<file path="src/rtl/ext_int_debounce.sv">
// External interrupt conditioner: per-channel 2-flop synchroniser, counting debouncer,
// and a registered one-cycle interrupt pulse on accepted level changes.
module ext_int_debounce #(
    parameter int CHANNELS        = 2,
    parameter int DEBOUNCE_CYCLES = 16,
    parameter int ACTIVE_LOW      = 0,
    parameter int EDGE_RISE       = 1,
    parameter int EDGE_FALL       = 0
) (
    input  logic                clk,
    input  logic                reset,
    input  logic [CHANNELS-1:0] btn_in,
    output logic [CHANNELS-1:0] int_ext,
    output logic [CHANNELS-1:0] btn_state
);

    localparam int            CW      = $clog2(DEBOUNCE_CYCLES);
    localparam logic [CW-1:0] TERM    = CW'(DEBOUNCE_CYCLES - 1);
    localparam logic [CW-1:0] ONE     = CW'(1);
    localparam logic          INV     = (ACTIVE_LOW != 0);
    localparam logic          RISE_EN = (EDGE_RISE != 0);
    localparam logic          FALL_EN = (EDGE_FALL != 0);

    logic [CHANNELS-1:0] sync1;
    logic [CHANNELS-1:0] sync2;
    logic [CHANNELS-1:0] state;
    logic [CHANNELS-1:0] sample;
    logic [CHANNELS-1:0] differ;
    logic [CHANNELS-1:0] accept;
    logic [CHANNELS-1:0] edge_hit;
    logic [CW-1:0]       count [CHANNELS];

    assign sample    = sync2 ^ {CHANNELS{INV}};
    assign btn_state = state;

    // A channel accepts on the edge that would otherwise push its count past TERM.
    always_comb begin
        differ   = '0;
        accept   = '0;
        edge_hit = '0;
        for (int i = 0; i < CHANNELS; i++) begin
            differ[i]   = (sample[i] != state[i]);
            accept[i]   = differ[i] && (count[i] == TERM);
            edge_hit[i] = accept[i] && (sample[i] ? RISE_EN : FALL_EN);
        end
    end

    always_ff @(posedge clk) begin
        if (reset) begin
            sync1   <= '0;
            sync2   <= '0;
            state   <= '0;
            int_ext <= '0;
            for (int i = 0; i < CHANNELS; i++) begin
                count[i] <= '0;
            end
        end else begin
            sync1   <= btn_in;
            sync2   <= sync1;
            int_ext <= edge_hit;
            for (int i = 0; i < CHANNELS; i++) begin
                if (!differ[i]) begin
                    count[i] <= '0;
                end else if (accept[i]) begin
                    state[i] <= sample[i];
                    count[i] <= '0;
                end else begin
                    count[i] <= count[i] + ONE;
                end
            end
        end
    end

endmodule

</file>
<file path="config.mk">
export PLATFORM = sky130hd
export DESIGN_NAME = ext_int_debounce
export DESIGN_NICKNAME = d
export VERILOG_FILES = /design/src/rtl/ext_int_debounce.sv
export SDC_FILE = /design/constraint.sdc
export NUM_CORES = 1
export LEC_CHECK = 0
export BUFFER_PORTS_ARGS = -buffer_cell sky130_fd_sc_hd__buf_2
export CAP_MARGIN = 20
export CELL_PAD_IN_SITES_DETAIL_PLACEMENT = 1
export CELL_PAD_IN_SITES_GLOBAL_PLACEMENT = 1
export CORE_MARGIN = 4
export CORE_UTILIZATION = 46
export CTS_BUF_LIST = sky130_fd_sc_hd__clkbuf_2 sky130_fd_sc_hd__clkbuf_4 sky130_fd_sc_hd__clkbuf_8
export DETAILED_ROUTE_END_ITERATION = 12
export HOLD_SLACK_MARGIN = 0.03
export PLACE_DENSITY = 0.76
export SLEW_MARGIN = 20
export SYNTH_ARGS = -nofsm -noshare
export SYNTH_HDL_FRONTEND = slang
export SYNTH_SLANG_ARGS = --single-unit
</file>
<file path="constraint.sdc">
create_clock -name clk -period 1.4 [get_ports clk]
set_input_delay 0.28 -clock clk [delete_from_list [all_inputs] [get_ports clk]]
set_output_delay 0.28 -clock clk [all_outputs]
set_load 0.03 [all_outputs]
</file>
Word level (Yosys, flattened, before mapping)
Memory sizes are Yosys's and may differ from the RTL's. Index checks and enable logic that the tools add are counted.

Memory bits (writable): 8. Register bits after elaboration: 8. Logic and storage cells: 56. Memories kept: 1. Output and inout bits: 4.

Reductions and logical operators: 6. Add/subtract/negate cells: 2. Bitwise logic cells: 6. Eq/ne operators: 4. Multiplexer cells: 32.

Memories: count (words 2, width 4, read ports 2, clocked after Yosys merged registers in 0, wr ports 2, RTL line 31) `logic [CW-1:0] count [CHANNELS];`.

Operators by type and width (count): $mux 1 (26); $mux 4 (6); $add 4x1->4 const B (2); $eq 4x4->1 const B (2); $or 1x1->1 (6); $logic_and 1x1->1 (4); $reduce_and 2->1 (2); $ne 1x1->1 (2).

Logic depth before layout (Yosys ltp)
Gate-level depths: netlist of the first run.

Depth after elaboration: 8. Gate-level depth with buffers: 4. Mapped depth without buffers: 4.

Worst setup path after synthesis of the first run
OpenSTA, ideal clock, no wires.

Kind: register -> register. From: memory count[1][0] (netlist bit). To: memory count[1][2] (netlist bit) (data pin). Buffers on the path: 0. Period minus slack after synthesis: 1.211 ns. Library setup time: 0.256 ns. Slack: 0.189 ns. Data arrival time: 0.955 ns. Required time: 1.144 ns. Cell stages (with the launch flop): 4. Cell sequence: edfxtp_1 ha_1 xor2_1 and3b_2.

RTL lines (RTL line): from (decl) (31).

==> flow_metrics.py, run 1 <==
metrics = {
    "status": {
        "status": "finished, final reports clean",
    },
    "clocking": {
        "cts-resized-gates": 0,
        "root_buffer": "clkbuf_4",
        "cts_setup_buffers": 0,
        "clock-sinks": 16,
        "htreeDepth": 1,
        "clock_path_buffers": 2,
        "clk_latency_ps": 280,
        "hold_buffers": 0,
        "tritoncts": "built",
        "cts_made_buffers": 3,
        "path_clk_slew_ps": 90,
    },
    "power_and_ir_drop": {
        "power_density_mw_per_mm2": 1082,
        "p_total_uw": 820.5,
        "ir_worst_vdd_v": 0.0006904,
        "p_leak_nw": 0.3539,
    },
    "routing": {
        "totalWireLength_um": 954,
        "detail-route-antenna-nets": 0,
        "vias": 393,
        "detail_route.first_pass.iterations": 4,
        "drc": 0,
        "via_per_inst": 4.679,
        "drt_iter0_markers": 4,
        "wl_per_cell_um": 11.36,
    },
    "final_layout": {
        "post-route-cell-area_um2": 758.2,
        "layout.nets": 76,
        "layout-drive-gt1-share": 0.2029,
        "diodes": 0,
        "stdcell_count": 84,
        "area_growth_pct": 16.09,
        "fillers": 153,
    },
    "synth": {
        "ys_seq_area_frac": 0.6130,
        "synth-seq-cells": 16,
        "ys_types": 15,
        "yosys_warnings": 0,
        "synthCells": 52,
        "syn_avg_cell_area_um2": 12.56,
        "syn_area_um2": 653.1,
    },
    "placed_design": {
        "place.gp.congestion": 0.6814,
        "dp_cells": 80,
        "io_buffer_count": 7,
        "placed_area_um2": 728.2,
    },
    "worst_setup_path": {
        "worst_r2r_startpoint": "count[1][0]",
        "crit_path_start": "count[1][0]",
        "critPathLaunchType": "register",
        "cp_max_fo": 3,
        "crit_type": "reg -> reg",
        "crit_path_cell_trace": "ha_1, xor2_1, and3b_2",
        "slowest_delay_ps": 430,
        "worstPathRequired_ps": 1450,
        "critPathArrivalTime_ps": 1330,
        "crit_slowest_cell": "edfxtp_1",
        "endpoint_kind": "register",
    },
    "sta": {
        "tns_ps": 0,
        "finalSetupViolCount": 0,
        "hold_viol_final": 0,
        "period_minus_slack_ps": 1283,
        "fmax_mhz": 779.7,
        "slew_viol_final": 0,
        "rsz0062_at_grt": "false",
        "skew_ps": 10.41,
        "min_period_over_period": 0.9161,
        "hold_ws_ps": 216.5,
    },
    "floorplanning": {
        "die-width_um": 45.68,
        "start_util": 0.4957,
        "dieArea_mm2": 0.002087,
        "die_y_um": 45.68,
        "num_rows": 13,
        "core_mm2": 0.001318,
        "io_pins": 8,
    },
    "global_routing": {
        "gr-usage-met3": 0.02372,
        "grt_pass1_wl_mm": 1.690,
        "grt_use_total": 0.1172,
        "grt_overflow": 0,
        "grt_antenna_before_repair": 0,
        "met2_usage": 0.1671,
        "grt_max_degree": 13,
        "top_usage_layer": "met2",
        "gr-usage-met1": 0.1542,
        "first_global_vias": 418,
    },
    "worst_hold_path": {
        "hold_class": "in -> reg",
        "worstHoldStart": "btn_in[1]",
    },
    "job": {
        "cap_violations": 0,
    },
}
layout make-up:
cell class,count,area (µm²),share of cell area
Sequential cell,16,400.4,0.5281
Multi-Input combinational cell,40,266.5,0.3515
Timing Repair Buffer,7,35.03,0.04620
Clock buffer,4,30.03,0.03960
Tap cell,15,18.77,0.02475
Inverter,2,7.507,0.009901
sequential cells by signal, indices dropped and copies added (netlist names):
register / cells
sync1: 2
btn_state: 2
count: 8
int_ext: 2
sample: 2
power breakdown:
part / leakage [nW] / total, mW / internal (mW) / switching, mW
Sequential: 0.148 / 0.518 / 0.507 / 0.0105
Clock: 0.0184 / 0.265 / 0.130 / 0.135
Combinational: 0.188 / 0.0376 / 0.0170 / 0.0207
Total: 0.354 / 0.820 / 0.654 / 0.167
cell usage after synthesis:
master	n	area [µm²]
xor2_1	6	52.55
and3b_2	1	10.01
nor2_1	8	30.03
conb_1	1	3.750
edfxtp_1	8	240.2
ha_1	2	25.02
nor2b_1	4	25.02
nand3b_1	2	15.01
nand3_1	4	20.02
inv_1	2	7.510
buf_2	1	5.000
mux2i_1	2	20.02
dfxtp_1	8	160.2
and3b_1	1	8.760
nor4b_2	2	30.03
stage by stage:
step / utilization / worst slack (ps)
after floorplan: - / 188.7
final: 0.5755 / 117.5
after detailed placement: 0.5527 / 134.7
after CTS: 0.5755 / 119.3
after global placement: 0.5527 / 171.3
after global routing: 0.5755 / 57.82
critical path, delay by kind of cell, from the launching register on:
kind                       cells  cell delay (ps)
xor gates and xnor gates       1              160
adders and majority gates      1              250
DFF                            1              430
and+or+nand+nor                1              210
routing by layer:
| layer | vias to the layer above | wire length [µm] |
|---|---|---|
| li1 | 204 | - |
| met1 | 181 | 491 |
| met2 | 6 | 416 |
| met3 | 2 | 31 |
| met4 | 0 | 13 |
| met5 | - | 0 |
placed cells by master, fill, tap and decap left out:
| cell type | count |
|---|---|
| and3b_1 | 1 |
| and3b_2 | 1 |
| buf_2 | 7 |
| clkbuf_4 | 4 |
| conb_1 | 8 |
| dfxtp_1 | 8 |
| edfxtp_1 | 8 |
| ha_1 | 2 |
| inv_1 | 2 |
| mux2i_1 | 2 |
| nand3_1 | 4 |
| nand3b_1 | 2 |
| nor2_1 | 8 |
| nor2b_1 | 4 |
| nor4b_2 | 2 |
| xor2_1 | 6 |
cells by family after synthesis:
logic type	share of synthesized area
DFF	0.6130
xor gates and xnor gates	0.08046
buffers and inverters	0.01915
adders and majority gates	0.03831
and+or+nand+nor	0.2126
muxes	0.03065
other	0.005742
worst paths after layout:
kind                 end  slack, ps  depth (start not counted)
max          count[1][2]        120                          3
min             sync1[1]        220                          2
max reg2reg  count[1][2]        120                          3
min reg2reg    sample[1]        440                          1
No activity file was read; power rests on OpenSTA's default activity.
==> run 2: changes to the inputs <==
- PLACE_DENSITY: 0.76 -> unset
- PLACE_DENSITY_LB_ADDON: unset -> 0.08
==> run 2 against run 1 <==
Against the previous run:
- global-route usage grew 1.2 points
- clock power shrank 8.3%
- clock skew shrank 7.8 ps
- clock-buffer cell count shrank 1
- flip-flop and latch count is the same
- register-to-register slack is essentially flat
- wire length grew 13%
- sequential power is essentially flat
- cell count is the same
- core utilization shrank 0.28 points
- largest cell class unchanged
- worst setup slack lost 1.9 ps
- maximum frequency shrank 0.15%
==> flow_metrics.py, run 2 (synthesis gave the netlist of run 1 again) <==
metrics = {
    "routing": {
        "detail_route.first_pass.iterations": 4,
        "totalWireLength_mm": 1.078,
        "wl_per_cell_um": 12.83,
        "dr_wl_met2_um": 562,
        "vias": 403,
        "drc": 0,
        "top_layer": "met3",
        "detail-route-antenna-nets": 0,
        "wl_met3_um": 34,
        "via_per_inst": 4.798,
        "wl_met1_um": 481,
        "drt_iter0_markers": 3,
    },
    "placed_design": {
        "placed_area_um2": 728.2,
        "hpwl_um": 900.1,
        "io_buffer_count": 7,
        "place.gp.congestion": 0.7149,
    },
    "worst_setup_path": {
        "endpoint_kind": "register",
        "crit_type": "reg -> reg",
        "critPathArrivalTime_ps": 1420,
        "cp_max_fo": 3,
        "worstPathRequired_ps": 1540,
        "critPathLaunchType": "register",
    },
    "floorplanning": {
        "start_util": 0.4957,
        "num_rows": 13,
        "dieArea_mm2": 0.002087,
        "die_y_um": 45.68,
        "core_mm2": 0.001318,
        "io_pins": 8,
        "die-width_um": 45.68,
    },
    "final_layout": {
        "final_cell_mix": "nor2_1 (8), dfxtp_1 (8), edfxtp_1 (8), conb_1 (8), buf_2 (7)",
        "post-route-cell-area_um2": 754.5,
        "largest_reg_flops": 8,
        "area_growth_pct": 15.52,
        "max_flop_register": "count",
        "layout.nets": 76,
        "diodes": 0,
        "fillers": 149,
        "layout-drive-gt1-share": 0.1884,
    },
    "power_and_ir_drop": {
        "power_density_mw_per_mm2": 1059,
        "p_leak_nw": 0.3509,
        "ir_worst_vdd_v": 0.0006563,
    },
    "clocking": {
        "clk_latency_ps": 280,
        "cts_made_buffers": 3,
        "htreeDepth": 1,
        "cts-resized-gates": 0,
        "clock-sinks": 16,
        "path_clk_slew_ps": 90,
        "cts_setup_buffers": 0,
        "clock_path_buffers": 2,
        "tritoncts": "built",
        "root_buffer": "clkbuf_4",
        "hold_buffers": 0,
    },
    "global_routing": {
        "grt_max_degree": 13,
        "first_global_vias": 427,
        "grt_use_total": 0.1294,
        "grt_antenna_before_repair": 0,
        "grt_overflow": 0,
        "grt_pass1_wl_mm": 1.876,
    },
    "job": {
        "cap_violations": 0,
    },
    "sta": {
        "min_period_over_period": 0.9175,
        "hold_viol_final": 0,
        "fmax_mhz": 778.5,
        "finalSetupViolCount": 0,
        "rsz0062_at_grt": "false",
        "period_minus_slack_ps": 1284,
        "slew_viol_final": 0,
        "tns_ps": 0,
        "skew_ps": 2.651,
    },
    "worst_hold_path": {
        "hold_class": "in -> reg",
    },
    "status": {
        "status": "finished, final reports clean",
    },
}
-- run 2: worst max-delay path: stages, from the launching register on --
cell	delay (ps)
edfxtp_1	430
ha_1	250
nand3_1	190
nand3b_1	150
nor2_1	130
-- run 2: stage by stage --
stage / power [mW] / hold WS [ps] / setup WS (ps) / cells / utilization
4_1_cts: 0.8079 / 205.8 / 107.7 / 84 / 0.5727
6_report: 0.7990 / 207.8 / 115.5 / 84 / 0.5727
5_1_grt: 0.8399 / 224.1 / 20.25 / 84 / 0.5727
3_3_place_gp: 0.5646 / 419.0 / 130.7 / 80 / 0.5527
2_1_floorplan: 0.5543 / 408.2 / 188.7 / 59 / -
3_5_place_dp: 0.5671 / 429.0 / 131.9 / 80 / 0.5527
-- run 2: worst paths after layout --
kind,from,end,slack (ps),depth (start not counted)
worst min-delay path,btn_in[0],sync1[0],210,2
worst min register to register,sync1[1],sample[1],450,1
worst max-delay path,count[1][0],count[1][1],120,4
worst max register to register,count[1][0],count[1][1],120,4
-- run 2: final cells by class --
cell class	count	area (µm²)	share of cell area
multi-input cells	40	266.5	0.3532
repair buffers	7	35.03	0.04643
clock inverters	1	3.754	0.004975
flip-flops and latches	16	400.4	0.5307
well taps	15	18.77	0.02488
clock buffers	3	22.52	0.02985
inverters	2	7.507	0.009950
-- run 2: power by group --
group | internal (mW) | switching, mW
combinational | 0.0170 | 0.0208
sequential | 0.507 | 0.0109
clock | 0.103 | 0.140
total | 0.627 | 0.172
-- run 2: layer usage --
metal / global-route usage / vias to the layer above
met5: 0 / -
met4: 0.03509 / 0
met3: 0.03557 / 0
met2: 0.2173 / 7
met1: 0.1613 / 193
li1: - / 203
